===== src/rtl/instr_loader_pkg.sv =====
// Shared types and constants for the instruction memory loader.
// Latency: n/a (declarations only).
// Backpressure: n/a.
package instr_loader_pkg;

    localparam int WORD_W         = 32;
    localparam int DEPTH          = 32;
    localparam int CNT_W          = 6;
    localparam int ADDR_W         = 32;
    localparam int BYTES_PER_WORD = 4;

    typedef enum logic [1:0] {
        ST_IDLE  = 2'd0,
        ST_RECV  = 2'd1,
        ST_WRITE = 2'd2,
        ST_DONE  = 2'd3
    } state_t;

    // A load request is legal only for 1..DEPTH words.
    function automatic logic len_ok(input logic [CNT_W-1:0] len);
        return (len != '0) && (len <= CNT_W'(DEPTH));
    endfunction

endpackage


===== src/rtl/instr_mem_loader_if.sv =====
// Control, byte-stream and memory write-port bundle of the instruction loader.
// Latency: n/a (wiring only).
// Backpressure: byte_ready_o qualifies byte_valid_i; no byte moves without both.
interface instr_mem_loader_if;
    import instr_loader_pkg::*;

    logic                 start_i;
    logic [CNT_W-1:0]     len_i;
    logic                 byte_valid_i;
    logic [7:0]           byte_i;
    logic                 byte_ready_o;
    logic                 mem_we_o;
    logic [ADDR_W-1:0]    mem_addr_o;
    logic [WORD_W-1:0]    mem_data_o;
    logic                 cpu_hold_o;
    logic                 busy_o;
    logic                 done_o;
    logic                 err_o;

    // Boot/test source side: issues the load and supplies bytes.
    modport master (
        output start_i, len_i, byte_valid_i, byte_i,
        input  byte_ready_o, mem_we_o, mem_addr_o, mem_data_o,
               cpu_hold_o, busy_o, done_o, err_o
    );

    // Loader side.
    modport slave (
        input  start_i, len_i, byte_valid_i, byte_i,
        output byte_ready_o, mem_we_o, mem_addr_o, mem_data_o,
               cpu_hold_o, busy_o, done_o, err_o
    );

endinterface


===== src/rtl/byte_packer.sv =====
// Packs bytes big-endian into a word: first byte lands in the top lane.
// Latency: word_o/word_full_o are combinational with the 4th byte; state updates on the edge.
// Backpressure: none; shifts only when shift_en_i is asserted by the owner.
module byte_packer
    import instr_loader_pkg::*;
(
    input  logic              clk_i,
    input  logic              rst_i,
    input  logic              clear_i,
    input  logic              shift_en_i,
    input  logic [7:0]        byte_i,
    output logic [WORD_W-1:0] word_o,
    output logic              word_full_o
);

    // Only the first three bytes need storage; the fourth is taken straight
    // from byte_i in the cycle it is accepted.
    logic [WORD_W-9:0] shreg_q, shreg_d;
    logic [1:0]        cnt_q, cnt_d;

    // Next-state: clear wins over shift; the byte counter wraps 3->0 by itself.
    always_comb begin
        shreg_d = shreg_q;
        cnt_d   = cnt_q;
        if (clear_i) begin
            shreg_d = '0;
            cnt_d   = '0;
        end else if (shift_en_i) begin
            shreg_d = {shreg_q[WORD_W-17:0], byte_i};
            cnt_d   = cnt_q + 2'd1;
        end
    end

    // Shift register and byte counter state.
    always_ff @(posedge clk_i) begin
        if (rst_i) begin
            shreg_q <= '0;
            cnt_q   <= '0;
        end else begin
            shreg_q <= shreg_d;
            cnt_q   <= cnt_d;
        end
    end

    assign word_o      = {shreg_q, byte_i};
    assign word_full_o = shift_en_i && (cnt_q == 2'(BYTES_PER_WORD - 1));

endmodule


===== src/rtl/instr_mem_loader.sv =====
// Loads a byte stream into the instruction memory as big-endian words at sequential addresses.
// Latency: 4th byte accepted at edge N -> mem_we_o in cycle N+1 -> done_o in N+2 for the last word.
// Backpressure: byte_ready_o only in RECV; bytes offered in any other state wait, nothing is lost.
module instr_mem_loader
    import instr_loader_pkg::*;
(
    input  logic               clk_i,
    input  logic               rst_i,
    instr_mem_loader_if.slave  bus
);

    state_t              state_q, state_d;
    logic [CNT_W-1:0]    len_q, len_d;
    logic [CNT_W-1:0]    word_idx_q, word_idx_d;
    logic [ADDR_W-1:0]   addr_q, addr_d;
    logic [WORD_W-1:0]   data_q, data_d;
    logic                err_q, err_d;

    logic                byte_ready;
    logic                mem_we;
    logic                busy;
    logic                done;

    logic                start_ok;
    logic                xfer;
    logic                last_word;
    logic [WORD_W-1:0]   packed_word;
    logic                word_full;

    assign start_ok  = (state_q == ST_IDLE) && bus.start_i && len_ok(bus.len_i);
    assign xfer      = bus.byte_valid_i && byte_ready;
    assign last_word = (word_idx_q == (len_q - CNT_W'(1)));

    byte_packer u_packer (
        .clk_i       (clk_i),
        .rst_i       (rst_i),
        .clear_i     (start_ok),
        .shift_en_i  (xfer),
        .byte_i      (bus.byte_i),
        .word_o      (packed_word),
        .word_full_o (word_full)
    );

    // FSM state register.
    always_ff @(posedge clk_i) begin
        if (rst_i) begin
            state_q <= ST_IDLE;
        end else begin
            state_q <= state_d;
        end
    end

    // FSM next-state: one WRITE cycle per completed word, DONE after the last.
    always_comb begin
        state_d = state_q;
        unique case (state_q)
            ST_IDLE:  if (start_ok)  state_d = ST_RECV;
            ST_RECV:  if (word_full) state_d = ST_WRITE;
            ST_WRITE: state_d = last_word ? ST_DONE : ST_RECV;
            ST_DONE:  state_d = ST_IDLE;
            default:  state_d = ST_IDLE;
        endcase
    end

    // FSM outputs: hold/busy cover RECV and WRITE and drop in the DONE cycle.
    always_comb begin
        byte_ready = 1'b0;
        mem_we     = 1'b0;
        busy       = 1'b0;
        done       = 1'b0;
        unique case (state_q)
            ST_RECV: begin
                byte_ready = 1'b1;
                busy       = 1'b1;
            end
            ST_WRITE: begin
                mem_we = 1'b1;
                busy   = 1'b1;
            end
            ST_DONE:  done = 1'b1;
            default: ;
        endcase
    end

    // Datapath next-state: length latch, word index, write-port capture, error pulse.
    always_comb begin
        len_d      = len_q;
        word_idx_d = word_idx_q;
        addr_d     = addr_q;
        data_d     = data_q;
        err_d      = (state_q == ST_IDLE) && bus.start_i && !len_ok(bus.len_i);
        if (start_ok) begin
            len_d      = bus.len_i;
            word_idx_d = '0;
        end
        // Capture address and data as the word completes so both are stable
        // throughout the WRITE cycle and held afterwards.
        if (state_q == ST_RECV && word_full) begin
            addr_d = {{(ADDR_W-CNT_W-2){1'b0}}, word_idx_q, 2'b00};
            data_d = packed_word;
        end
        if (state_q == ST_WRITE && !last_word) begin
            word_idx_d = word_idx_q + CNT_W'(1);
        end
    end

    // Datapath registers.
    always_ff @(posedge clk_i) begin
        if (rst_i) begin
            len_q      <= '0;
            word_idx_q <= '0;
            addr_q     <= '0;
            data_q     <= '0;
            err_q      <= 1'b0;
        end else begin
            len_q      <= len_d;
            word_idx_q <= word_idx_d;
            addr_q     <= addr_d;
            data_q     <= data_d;
            err_q      <= err_d;
        end
    end

    assign bus.byte_ready_o = byte_ready;
    assign bus.mem_we_o     = mem_we;
    assign bus.mem_addr_o   = addr_q;
    assign bus.mem_data_o   = data_q;
    assign bus.cpu_hold_o   = busy;
    assign bus.busy_o       = busy;
    assign bus.done_o       = done;
    assign bus.err_o        = err_q;

endmodule


===== src/flat_wrapper.sv =====
// flat-port wrapper written by rule: the top's interface ports become plain ports
module instr_mem_loader_flat import instr_loader_pkg::*;
  (clk_i, rst_i, bus_start_i, bus_len_i, bus_byte_valid_i, bus_byte_i, bus_byte_ready_o, bus_mem_we_o, bus_mem_addr_o, bus_mem_data_o, bus_cpu_hold_o, bus_busy_o, bus_done_o, bus_err_o);
  instr_mem_loader_if bus_i ();
  input  logic clk_i;
  input  logic rst_i;
  input wire logic [$bits(bus_i.start_i)-1:0] bus_start_i;
  input wire logic [$bits(bus_i.len_i)-1:0] bus_len_i;
  input wire logic [$bits(bus_i.byte_valid_i)-1:0] bus_byte_valid_i;
  input wire logic [$bits(bus_i.byte_i)-1:0] bus_byte_i;
  output wire logic [$bits(bus_i.byte_ready_o)-1:0] bus_byte_ready_o;
  output wire logic [$bits(bus_i.mem_we_o)-1:0] bus_mem_we_o;
  output wire logic [$bits(bus_i.mem_addr_o)-1:0] bus_mem_addr_o;
  output wire logic [$bits(bus_i.mem_data_o)-1:0] bus_mem_data_o;
  output wire logic [$bits(bus_i.cpu_hold_o)-1:0] bus_cpu_hold_o;
  output wire logic [$bits(bus_i.busy_o)-1:0] bus_busy_o;
  output wire logic [$bits(bus_i.done_o)-1:0] bus_done_o;
  output wire logic [$bits(bus_i.err_o)-1:0] bus_err_o;
  assign bus_i.start_i = bus_start_i;
  assign bus_i.len_i = bus_len_i;
  assign bus_i.byte_valid_i = bus_byte_valid_i;
  assign bus_i.byte_i = bus_byte_i;
  assign bus_byte_ready_o = bus_i.byte_ready_o;
  assign bus_mem_we_o = bus_i.mem_we_o;
  assign bus_mem_addr_o = bus_i.mem_addr_o;
  assign bus_mem_data_o = bus_i.mem_data_o;
  assign bus_cpu_hold_o = bus_i.cpu_hold_o;
  assign bus_busy_o = bus_i.busy_o;
  assign bus_done_o = bus_i.done_o;
  assign bus_err_o = bus_i.err_o;
  instr_mem_loader u_core (.clk_i(clk_i), .rst_i(rst_i), .bus(bus_i));
endmodule

===== config.mk =====
export PLATFORM = sky130hd
export DESIGN_NAME = instr_mem_loader_flat
export DESIGN_NICKNAME = d
export VERILOG_FILES = /design/src/rtl/instr_loader_pkg.sv /design/src/rtl/instr_mem_loader_if.sv /design/src/rtl/byte_packer.sv /design/src/rtl/instr_mem_loader.sv /design/src/flat_wrapper.sv
export SDC_FILE = /design/constraint.sdc
export NUM_CORES = 1
export LEC_CHECK = 0
export ABC_AREA = 1
export BUFFER_PORTS_ARGS = -buffer_cell sky130_fd_sc_hd__buf_2
export CAP_MARGIN = 30
export CORE_MARGIN = 4
export CORE_UTILIZATION = 50
export CTS_BUF_LIST = sky130_fd_sc_hd__clkbuf_2
export CTS_CLUSTER_DIAMETER = 200
export DETAILED_ROUTE_END_ITERATION = 10
export PLACE_DENSITY = 0.76
export SLEW_MARGIN = 20
export SYNTH_ARGS = -nofsm -noshare
export SYNTH_HDL_FRONTEND = slang
export SYNTH_SLANG_ARGS = --single-unit

===== constraint.sdc =====
create_clock -name clk_i -period 2.1 [get_ports clk_i]
set_clock_uncertainty 0.15 [all_clocks]
set_input_delay 0.105 -clock clk_i [delete_from_list [all_inputs] [get_ports clk_i]]
set_output_delay 0.105 -clock clk_i [all_outputs]
set_load 0.01 [all_outputs]

==> reports/qor.txt, run 1 <==
PortBufs: 61
vias: 3,115
reg2reg setup slack: 0.08 ns
Die ar.: 8278 um^2
Clock Path Buffers: 2
leakage: 1.773 nW
compound-cell area share of the yosys netlist: 0.1730
PD cells: 818.9 nW/um^2
Vias per Instance: 5.049
peak supply drop: 533.2 uV
final WL: 7.935 mm
post-synthesis cell area: 3443 um^2
commonest non-fill, non-tap cells in the layout: 76 x a21oi_1, 76 x dfxtp_1, 61 x buf_2, 56 x nand2_1, 55 x inv_1
run status: completed
initial core utilization: 0.5272
antenna violations before repair: 0
post-synthesis cell type count: 23
Final Slew Violations: 0
Hold WC Path Type: in -> reg
Final Setup Violations: 0
largest family of logic cells by synthesized area: compound AO/OA/AOI/OAI gates
synthesized-area fraction occupied by adder cells: 0.02907
vias in the first global route: 2,946
number of clock sinks: 79
boundary pin count: 88
fraction of layout cells with a size suffix above 1: 0.1870
Avg Cell Area, Syn: 7.601 um^2
First-pass DRT Iterations: 4
DRT iter0 DRCs: 177
All-Layer GR Usage: 0.1964
Post-DP HPWL: 5.191 mm
Routed WL per cell: 12.86 um
post-synthesis cell count: 453
chip width: 90.99 um
Worst Path Arrival: 2.34 ns
synthesis warning total: 0
simple-gate share of the synthesized area: 0.1661
largest cells by area after synthesis: dfxtp_1 46%, a21oi_1 11%, nand3_1 7.4%
CTS buffer count: 9
first-pass GRT wire length: 13.56 mm
largest net degree at the start of global routing: 49
CP required: 2.41 ns
number of cell rows: 29
proportion of synthesized area in mux cells: 0
setup_tns: 0 ns
Final Hold Fails: 0
startpoint types: flip-flop
die height: 90.99 um
root buffer cell: clkbuf_2
fin nets: 561
Syn-to-layout area delta: 21.15%
Tmin final: 2.022 ns
htree depth: 3
Post-Synth XOR/XNOR Area: 0.01781
Place WS: 0.1077 ns
# DRC: 0
# diodes: 0
max-cap viol count: 0
#FFs+latches synth: 79
CP endpoint kind: flip-flop
crit path max fanout: 7
final setup margin: 0.07839 ns
R2R depth: 12
CTS tree: built
post-route ant nets: 0
clock slew at reported path FFs: 0.23 ns
routability cong.: 0.7918
Synth top area share: 0.4593
critical path class: reg -> reg
register area share after synthesis: 0.4593
FMAX: 494.7 MHz
WHS Path Cells: 3
worst skew pair latency: 0.53 ns
Final period util: 0.9627
total core area: 6531 um^2
Yosys top cell by area: dfxtp_1
gr ovfl total: 0
==> worst paths after layout <==
| check | from | end |
|---|---|---|
| max | u_core.len_q[0]$_SDFFE_PP0P_ | u_core.word_idx_q[1]$_SDFFE_PP0P_ |
| min | rst_i | u_core.word_idx_q[0]$_SDFFE_PP0P_ |
| max reg2reg | u_core.len_q[0]$_SDFFE_PP0P_ | u_core.word_idx_q[1]$_SDFFE_PP0P_ |
| min reg2reg | u_core.bus.mem_data_o[20]$_SDFFE_PP0P_ | u_core.bus.mem_data_o[20]$_SDFFE_PP0P_ |
==> kinds of logic after synthesis <==
family,after synthesis
AND/OR/NAND/NOR,128
AO/OA/AOI/OAI,119
XOR/XNOR,7
adder cells (fa/ha/maj),8
flip-flops,79
buffers and inverters,111
other,1
==> sequential cells by signal (all words and copies together), names as in the netlist <==
| name | flops |
|---|---|
| u_core.bus.mem_data_o | 32 |
| u_core.u_packer.shreg_q | 24 |
| u_core.bus.mem_addr_o | 6 |
| u_core.len_q | 6 |
| u_core.word_idx_q | 6 |
| u_core.state_q | 2 |
| u_core.u_packer.cnt_q | 2 |
| u_core.bus.err_o | 1 |
==> layer usage <==
metal	vias to the layer above	GRT usage	share of wire
met1	1429	0.2516	0.45
met5	-	0	0
met3	10	0.05950	0.059
met2	96	0.3200	0.48
met4	0	0.05905	0.012
li1	1580	-	-
==> where the power goes <==
part	internal (W)	switching (W)	total, W
Sequential	0.00157	0.0000564	0.00162
Combinational	0.000295	0.000516	0.000812
Clock	0.000409	0.000572	0.000981
==> final cells by class <==
type,instances,area (um^2)
clock inverter,7,102.6
tap,77,96.34
fill,566,2360
multi-input combinational,288,1456
timing repair buffer,99,668.1
inverter,58,217.7
sequential,79,1585
clock buffer,9,45.04
==> critical path, stage by stage (launching register included) <==
cell	delay, ns
dfxtp_2	0.39
inv_2	0.06
ha_1	0.32
inv_1	0.07
nand2_1	0.07
nand2_1	0.05
nor2_1	0.12
nand3_1	0.10
nor2_2	0.14
nand3_4	0.14
nand2_4	0.14
nand3_1	0.08
a21oi_1	0.15
==> cells in the mapped netlist, drive strengths merged <==
cell type and number:
dfxtp 79, clkbuf 19, nor2 14, nand4 1
ha 8, clkinv 1, conb 1, nor3b 1
inv 57, nand3 52, o21ai 43, nand2 58
nor3 1, a21oi 76, buf 34, nand3b 1
xor2 7
==> timing repair <==
| action | in CTS | in global routing |
|---|---|---|
| resized for setup | 0 | 10 |
| endpoints found under the hold margin | 46 | 0 |
| setup endpoints to repair | 0 | 35 |
| buffers inserted | 0 | 3 |
| hold buffers | 26 | 0 |
==> stage by stage <==
stage / utilization / std cells / power, W / hold WS (ns) / area (um^2)
global route: 0.6387 / 617 / 0.003623 / 0.1835 / 4172
CTS: 0.6308 / 614 / 0.003387 / 0.1940 / 4120
finish: 0.6387 / 617 / 0.003416 / 0.2286 / 4172
global placement: 0.5684 / 572 / 0.002327 / 0.2249 / 3712
floorplan: - / 478 / 0.002211 / 0.1024 / 3537
detailed placement: 0.5684 / 572 / 0.002353 / 0.2292 / 3712
Note: power is estimated with default switching activity, not from simulation.
==> inputs of run 2 (changes only) <==
--- a/config.mk
+++ b/config.mk
@@ -9,11 +9,10 @@
 export BUFFER_PORTS_ARGS = -buffer_cell sky130_fd_sc_hd__buf_2
 export CAP_MARGIN = 30
 export CORE_MARGIN = 4
-export CORE_UTILIZATION = 50
+export CORE_UTILIZATION = 39
 export CTS_BUF_LIST = sky130_fd_sc_hd__clkbuf_2
 export CTS_CLUSTER_DIAMETER = 200
 export DETAILED_ROUTE_END_ITERATION = 10
-export PLACE_DENSITY = 0.76
 export SLEW_MARGIN = 20
 export SYNTH_ARGS = -nofsm -noshare
 export SYNTH_HDL_FRONTEND = slang
==> reports/qor.txt, run 2 (synthesized netlist as in run 1, its figures left out) <==
peak supply drop: 357.0 uV (-33%)
First-pass DRT Iterations: 4 (unchanged)
max-cap viol count: 0 (unchanged)
DRT iter0 DRCs: 127 (-28%)
commonest non-fill, non-tap cells in the layout: 77 x dfxtp_1, 75 x a21oi_1, 61 x buf_2, 56 x inv_1, 56 x nand2_1
post-route ant nets: 0 (unchanged)
Syn-to-layout area delta: 18.93%
final WL: 8.047 mm (+1.4%)
min-delay src: bus_byte_i[2]
root buffer cell: clkbuf_2
chip width: 102.0 um (+12%)
number of cell rows: 34 (+17%)
Vias per Instance: 4.752 (-5.9%)
Final Setup Violations: 0 (unchanged)
die height: 102.0 um (+12%)
CP required: 2.41 ns (about the same)
fin nets: 555 (-1.1%)
vias in the first global route: 2,887 (-2.0%)
Multi-input gate area: 1450 um^2 (-0.43%)
Place WS: 0.2110 ns (+0.1033 ns)
number of flip-flops under the largest register name: 32 (unchanged)
largest net degree at the start of global routing: 36 (-27%)
P_sw: 0.001108 W (-3.2%)
Clock Path Buffers: 2 (unchanged)
Hold WC Path Type: in -> reg
Final Hold Fails: 0 (unchanged)
total core area: 8636 um^2 (+32%)
leakage: 1.726 nW (-2.7%)
Worst setup startpoint: u_core.state_q[1]$_SDFFE_PP0P_
startpoint types: flip-flop
Seq pwr share: 0.521 (+0.046)
final setup margin: 0.1146 ns (+0.03624 ns)
Final Slew Violations: 0 (unchanged)
R2R depth: 7 (-5)
Tmin final: 1.985 ns (-0.03624 ns)
Die ar.: 10,400 um^2 (+26%)
Routed WL per cell: 12.53 um (-2.5%)
reg-to-reg startpoint: u_core.state_q[1]$_SDFFE_PP0P_
crit path max fanout: 4 (-3)
critical path class: reg -> reg
run status: completed
PD cells: 759.5 nW/um^2 (-7.3%)
first-pass GRT wire length: 13.23 mm (-2.4%)
number of clock sinks: 79 (unchanged)
clock slew at reported path FFs: 0.23 ns (about the same)
vias: 3,051 (-2.1%)
initial core utilization: 0.3987 (-0.1285)
Clk pwr share: 0.233 (-0.054)
boundary pin count: 88 (unchanged)
CTS tree: built
Post-DP HPWL: 5.423 mm (+4.5%)
# diodes: 0 (unchanged)
Design Area, Final: 4095 um^2 (-1.8%)
htree depth: 3 (unchanged)
All-Layer GR Usage: 0.1583 (-0.03812)
CTS buffer count: 9 (unchanged)
Worst Path Arrival: 2.30 ns (-0.04 ns)
worst skew pair latency: 0.51 ns (-0.02 ns)
Comb pwr share: 0.246 (+0.008)
Final period util: 0.9454 (-0.01726)
register area: 1584 um^2 (about the same)
setup_tns: 0 ns (unchanged)
Int Pwr: 0.002002 W (-12%)
FMAX: 503.7 MHz (+1.8%)
Placement Cell Area: 3759 um^2 (+1.2%)
WHS Path Cells: 4 (+1)
CP endpoint kind: flip-flop
# fillers: 883 (+56%)
PortBufs: 61 (unchanged)
fraction of layout cells with a size suffix above 1: 0.1835 (-0.003516)
# DRC: 0 (unchanged)
routability cong.: 0.8367 (+5.7%)
commonest non-fill, non-tap cell in the layout: dfxtp_1
Switching Share: 0.3563 (+0.02121)
antenna violations before repair: 0 (unchanged)
gr ovfl total: 0 (unchanged)
-- run 2: cell count changes in the layout (fill, tap and decap cells not counted), sizes merged --
cell         previous run  this run
inv                    60        59
clkinvlp                1         3
bufinv                  2         0
dlygate4sd3            26        20
clkinv                  2         3
-- run 2: routing by layer --
| metal | global-route usage | wire length [um] | up-vias |
|---|---|---|---|
| li1 | - | - | 1569 |
| met1 | 0.2047 | 3730 | 1405 |
| met5 | 0 | 0 | - |
| met3 | 0.04232 | 363 | 7 |
| met2 | 0.2594 | 3862 | 70 |
| met4 | 0.04844 | 91 | 0 |
-- run 2: power groups by stage --
stage | combinational [W] | sequential (W) | clock [W]
after floorplan | 0.000579 | 0.00163 | 0
after global placement | 0.000698 | 0.00165 | 0
after detailed placement | 0.000709 | 0.00165 | 0
after CTS | 0.000746 | 0.00162 | 0.000755
after global routing | 0.000870 | 0.00163 | 0.000824
final | 0.000764 | 0.00162 | 0.000724
-- run 2: repair_timing --
action                                  4_1_cts  5_1_grt
buffers inserted                              0        2
resized for setup                             0        5
endpoints found under the setup margin        0        8
hold buffers                                 20        0
endpoints found under the hold margin        48        0
-- run 2: cell type report --
class	instances	area share
clock inverters	7	0.01344
well taps	108	0.03300
repair buffers	93	0.1485
clock buffers	9	0.01100
multi-input cells	288	0.3541
flip-flops and latches	79	0.3868
inverters	58	0.05316
-- run 2: metrics by stage --
step | std cells | hold slack [ns] | util | total power [W]
after floorplan | 478 | 0.1024 | - | 0.002211
after global placement | 604 | 0.2270 | 0.4352 | 0.002344
after detailed placement | 604 | 0.2268 | 0.4352 | 0.002356
after CTS | 640 | 0.1743 | 0.4700 | 0.003119
after global routing | 642 | 0.1906 | 0.4742 | 0.003326
final | 642 | 0.2240 | 0.4742 | 0.003110
-- run 2: path summary, 6_finish.rpt --
| check | endpoint | slack, ns |
|---|---|---|
| worst max-delay path | u_core.len_q[4]$_SDFFE_PP0P_ | 0.11 |
| worst min-delay path | u_core.u_packer.shreg_q[2]$_SDFFE_PP0P_ | 0.22 |
| worst max register to register | u_core.len_q[4]$_SDFFE_PP0P_ | 0.11 |
| worst min register to register | u_core.bus.mem_addr_o[4]$_SDFFE_PP0P_ | 0.31 |
-- run 2: critical path, stage by stage, from the launching register on --
cell	delay, ns
dfxtp_1	0.40
inv_1	0.13
ha_1	0.18
nand2_1	0.08
nor2_2	0.18
o21ai_0	0.10
a21oi_1	0.15
dlygate4sd3_1	0.58
==> inputs of run 3 (changes only) <==
--- a/config.mk
+++ b/config.mk
@@ -8,11 +8,12 @@
 export ABC_AREA = 1
 export BUFFER_PORTS_ARGS = -buffer_cell sky130_fd_sc_hd__buf_2
 export CAP_MARGIN = 30
-export CORE_MARGIN = 4
-export CORE_UTILIZATION = 39
+export CORE_MARGIN = 2
+export CORE_UTILIZATION = 55
 export CTS_BUF_LIST = sky130_fd_sc_hd__clkbuf_2
 export CTS_CLUSTER_DIAMETER = 200
 export DETAILED_ROUTE_END_ITERATION = 10
+export PLACE_DENSITY = 0.82
 export SLEW_MARGIN = 20
 export SYNTH_ARGS = -nofsm -noshare
 export SYNTH_HDL_FRONTEND = slang
==> reports/qor.txt, run 3 (synthesized netlist as in run 1, its figures left out) <==
total core area: 5991 um^2 (-31%)
gr ovfl total: 0 (unchanged)
final WL: 7.932 mm (-1.4%)
# fillers: 499 (-43%)
reg2reg setup slack: 0.14 ns (+0.03 ns)
Die ar.: 6910 um^2 (-34%)
number of flip-flops under the largest register name: 32 (unchanged)
Final Setup Violations: 0 (unchanged)
Worst Path Arrival: 2.29 ns (about the same)
commonest non-fill, non-tap cell in the layout: dfxtp_1
First-pass DRT Iterations: 5 (+1)
boundary pin count: 88 (unchanged)
PD cells: 796.0 nW/um^2 (+4.8%)
clock slew at reported path FFs: 0.22 ns (about the same)
antenna violations before repair: 0 (unchanged)
min-delay src: bus_byte_i[0]
vias in the first global route: 2,779 (-3.7%)
Place WS: 0.1398 ns (-0.07121 ns)
hold path endpoint: u_core.u_packer.shreg_q[0]$_SDFFE_PP0P_
max-cap viol count: 0 (unchanged)
register area: 1587 um^2 (+0.16%)
htree depth: 3 (unchanged)
Final period util: 0.9316 (-0.01383)
R2R depth: 7 (unchanged)
first-pass GRT wire length: 12.90 mm (-2.6%)
largest net degree at the start of global routing: 75 (+110%)
Final Hold Fails: 0 (unchanged)
Vias per Instance: 5.226 (+10%)
run status: completed
Clock Path Buffers: 2 (unchanged)
commonest non-fill, non-tap cells in the layout: 77 x dfxtp_1, 75 x a21oi_1, 61 x buf_2, 56 x nand2_1, 53 x inv_1
CTS buffer count: 9 (unchanged)
critical path class: reg -> reg
fin nets: 549 (-1.1%)
RSZ-0062 raised after global routing: no
post-route ant nets: 0 (unchanged)
Final Slew Violations: 0 (unchanged)
worst skew pair latency: 0.53 ns (+0.02 ns)
final setup margin: 0.1437 ns (+0.02905 ns)
setup_tns: 0 ns (unchanged)
routability cong.: 0.8517 (+1.8%)
reg-to-reg startpoint: u_core.state_q[1]$_SDFFE_PP0P_
root buffer cell: clkbuf_2
vias: 3,151 (+3.3%)
WHS Path Cells: 4 (unchanged)
DRT iter0 DRCs: 244 (+92%)
CP endpoint kind: flip-flop
Post-DP HPWL: 4.955 mm (-8.6%)
CTS tree: built
number of clock sinks: 79 (unchanged)
leakage: 1.721 nW (-0.29%)
All-Layer GR Usage: 0.2265 (+0.06822)
FMAX: 511.2 MHz (+1.5%)
startpoint types: flip-flop
Multi-input gate area: 1460 um^2 (+0.69%)
fraction of layout cells with a size suffix above 1: 0.1799 (-0.003596)
initial core utilization: 0.5748 (+0.1760)
PortBufs: 61 (unchanged)
peak supply drop: 488.3 uV (+37%)
worst flop-to-flop path endpoint: u_core.len_q[5]$_SDFFE_PP0P_
CP required: 2.43 ns (+0.02 ns)
Syn-to-layout area delta: 17.41%
Hold WC Path Type: in -> reg
Worst setup startpoint: u_core.state_q[1]$_SDFFE_PP0P_
number of cell rows: 28 (-18%)
# DRC: 0 (unchanged)
chip width: 83.13 um (-18%)
# diodes: 0 (unchanged)
Routed WL per cell: 13.15 um (+4.9%)
crit path max fanout: 4 (unchanged)
Tmin final: 1.956 ns (-0.02905 ns)
die height: 83.13 um (-18%)
-- run 3: cell count changes in the layout (fill, tap and decap cells not counted), sizes merged --
cell / change
buf: -6
inv: -2
clkinv: +3
clkinvlp: -2
bufinv: +1
-- run 3: worst max path at each step --
stage,depth (start not counted),endpoint,slack (ns)
global route,12,u_core.word_idx_q[3]$_SDFFE_PP0P_,0.03
floorplan,7,u_core.bus.mem_addr_o[2]$_SDFFE_PP0P_,0.31
global placement,12,u_core.word_idx_q[5]$_SDFFE_PP0P_,0.18
finish,7,u_core.len_q[5]$_SDFFE_PP0P_,0.14
detailed placement,12,u_core.word_idx_q[5]$_SDFFE_PP0P_,0.14
CTS,12,u_core.word_idx_q[5]$_SDFFE_PP0P_,0.09
-- run 3: metal layers --
layer | routed length, um | vias up | GRT usage
met2 | 3751 | 108 | 0.3512
li1 | - | 1561 | -
met5 | 0 | - | 0
met1 | 3600 | 1460 | 0.2950
met3 | 391 | 22 | 0.04573
met4 | 189 | 0 | 0.1267
-- run 3: final cells by class --
type / count / area share
clock buffers: 9 / 0.01114
repair buffers: 87 / 0.1424
flip-flops and latches: 79 / 0.3924
well taps: 75 / 0.02321
inverters: 58 / 0.05385
clock inverters: 7 / 0.01578
multi-input cells: 288 / 0.3612
-- run 3: metrics by stage --
| stage | std cells | cell area, um^2 | hold WS, ns | util | power (W) |
|---|---|---|---|---|---|
| after floorplan | 478 | 3537 | 0.1024 | - | 0.002211 |
| after global placement | 567 | 3700 | 0.2248 | 0.6176 | 0.002317 |
| after detailed placement | 567 | 3700 | 0.2307 | 0.6176 | 0.002345 |
| after CTS | 603 | 4009 | 0.2206 | 0.6692 | 0.003146 |
| after global routing | 603 | 4043 | 0.2355 | 0.6748 | 0.003375 |
| final | 603 | 4043 | 0.2346 | 0.6748 | 0.003218 |
-- run 3: timing repair --
item / in CTS / in global routing
setup buffers: 0 / 0
hold buffers: 20 / 0
resized for setup: 0 / 13
endpoints found under the hold margin: 41 / 0
setup endpoints to repair: 0 / 35
-- run 3: where the power goes --
| part | switching (W) | internal [W] |
|---|---|---|
| Clock | 0.000529 | 0.000265 |
| Combinational | 0.000522 | 0.000275 |
| Sequential | 0.0000588 | 0.00157 |
| Total | 0.00111 | 0.00211 |
-- run 3: critical path: stages (launching register included) --
cell and delay (ns):
dfxtp_1 0.40, inv_2 0.11, ha_2 0.21, nand2_1 0.12
nor2_4 0.16, nand2_1 0.07, dlygate4sd3_1 0.56, a21oi_1 0.14
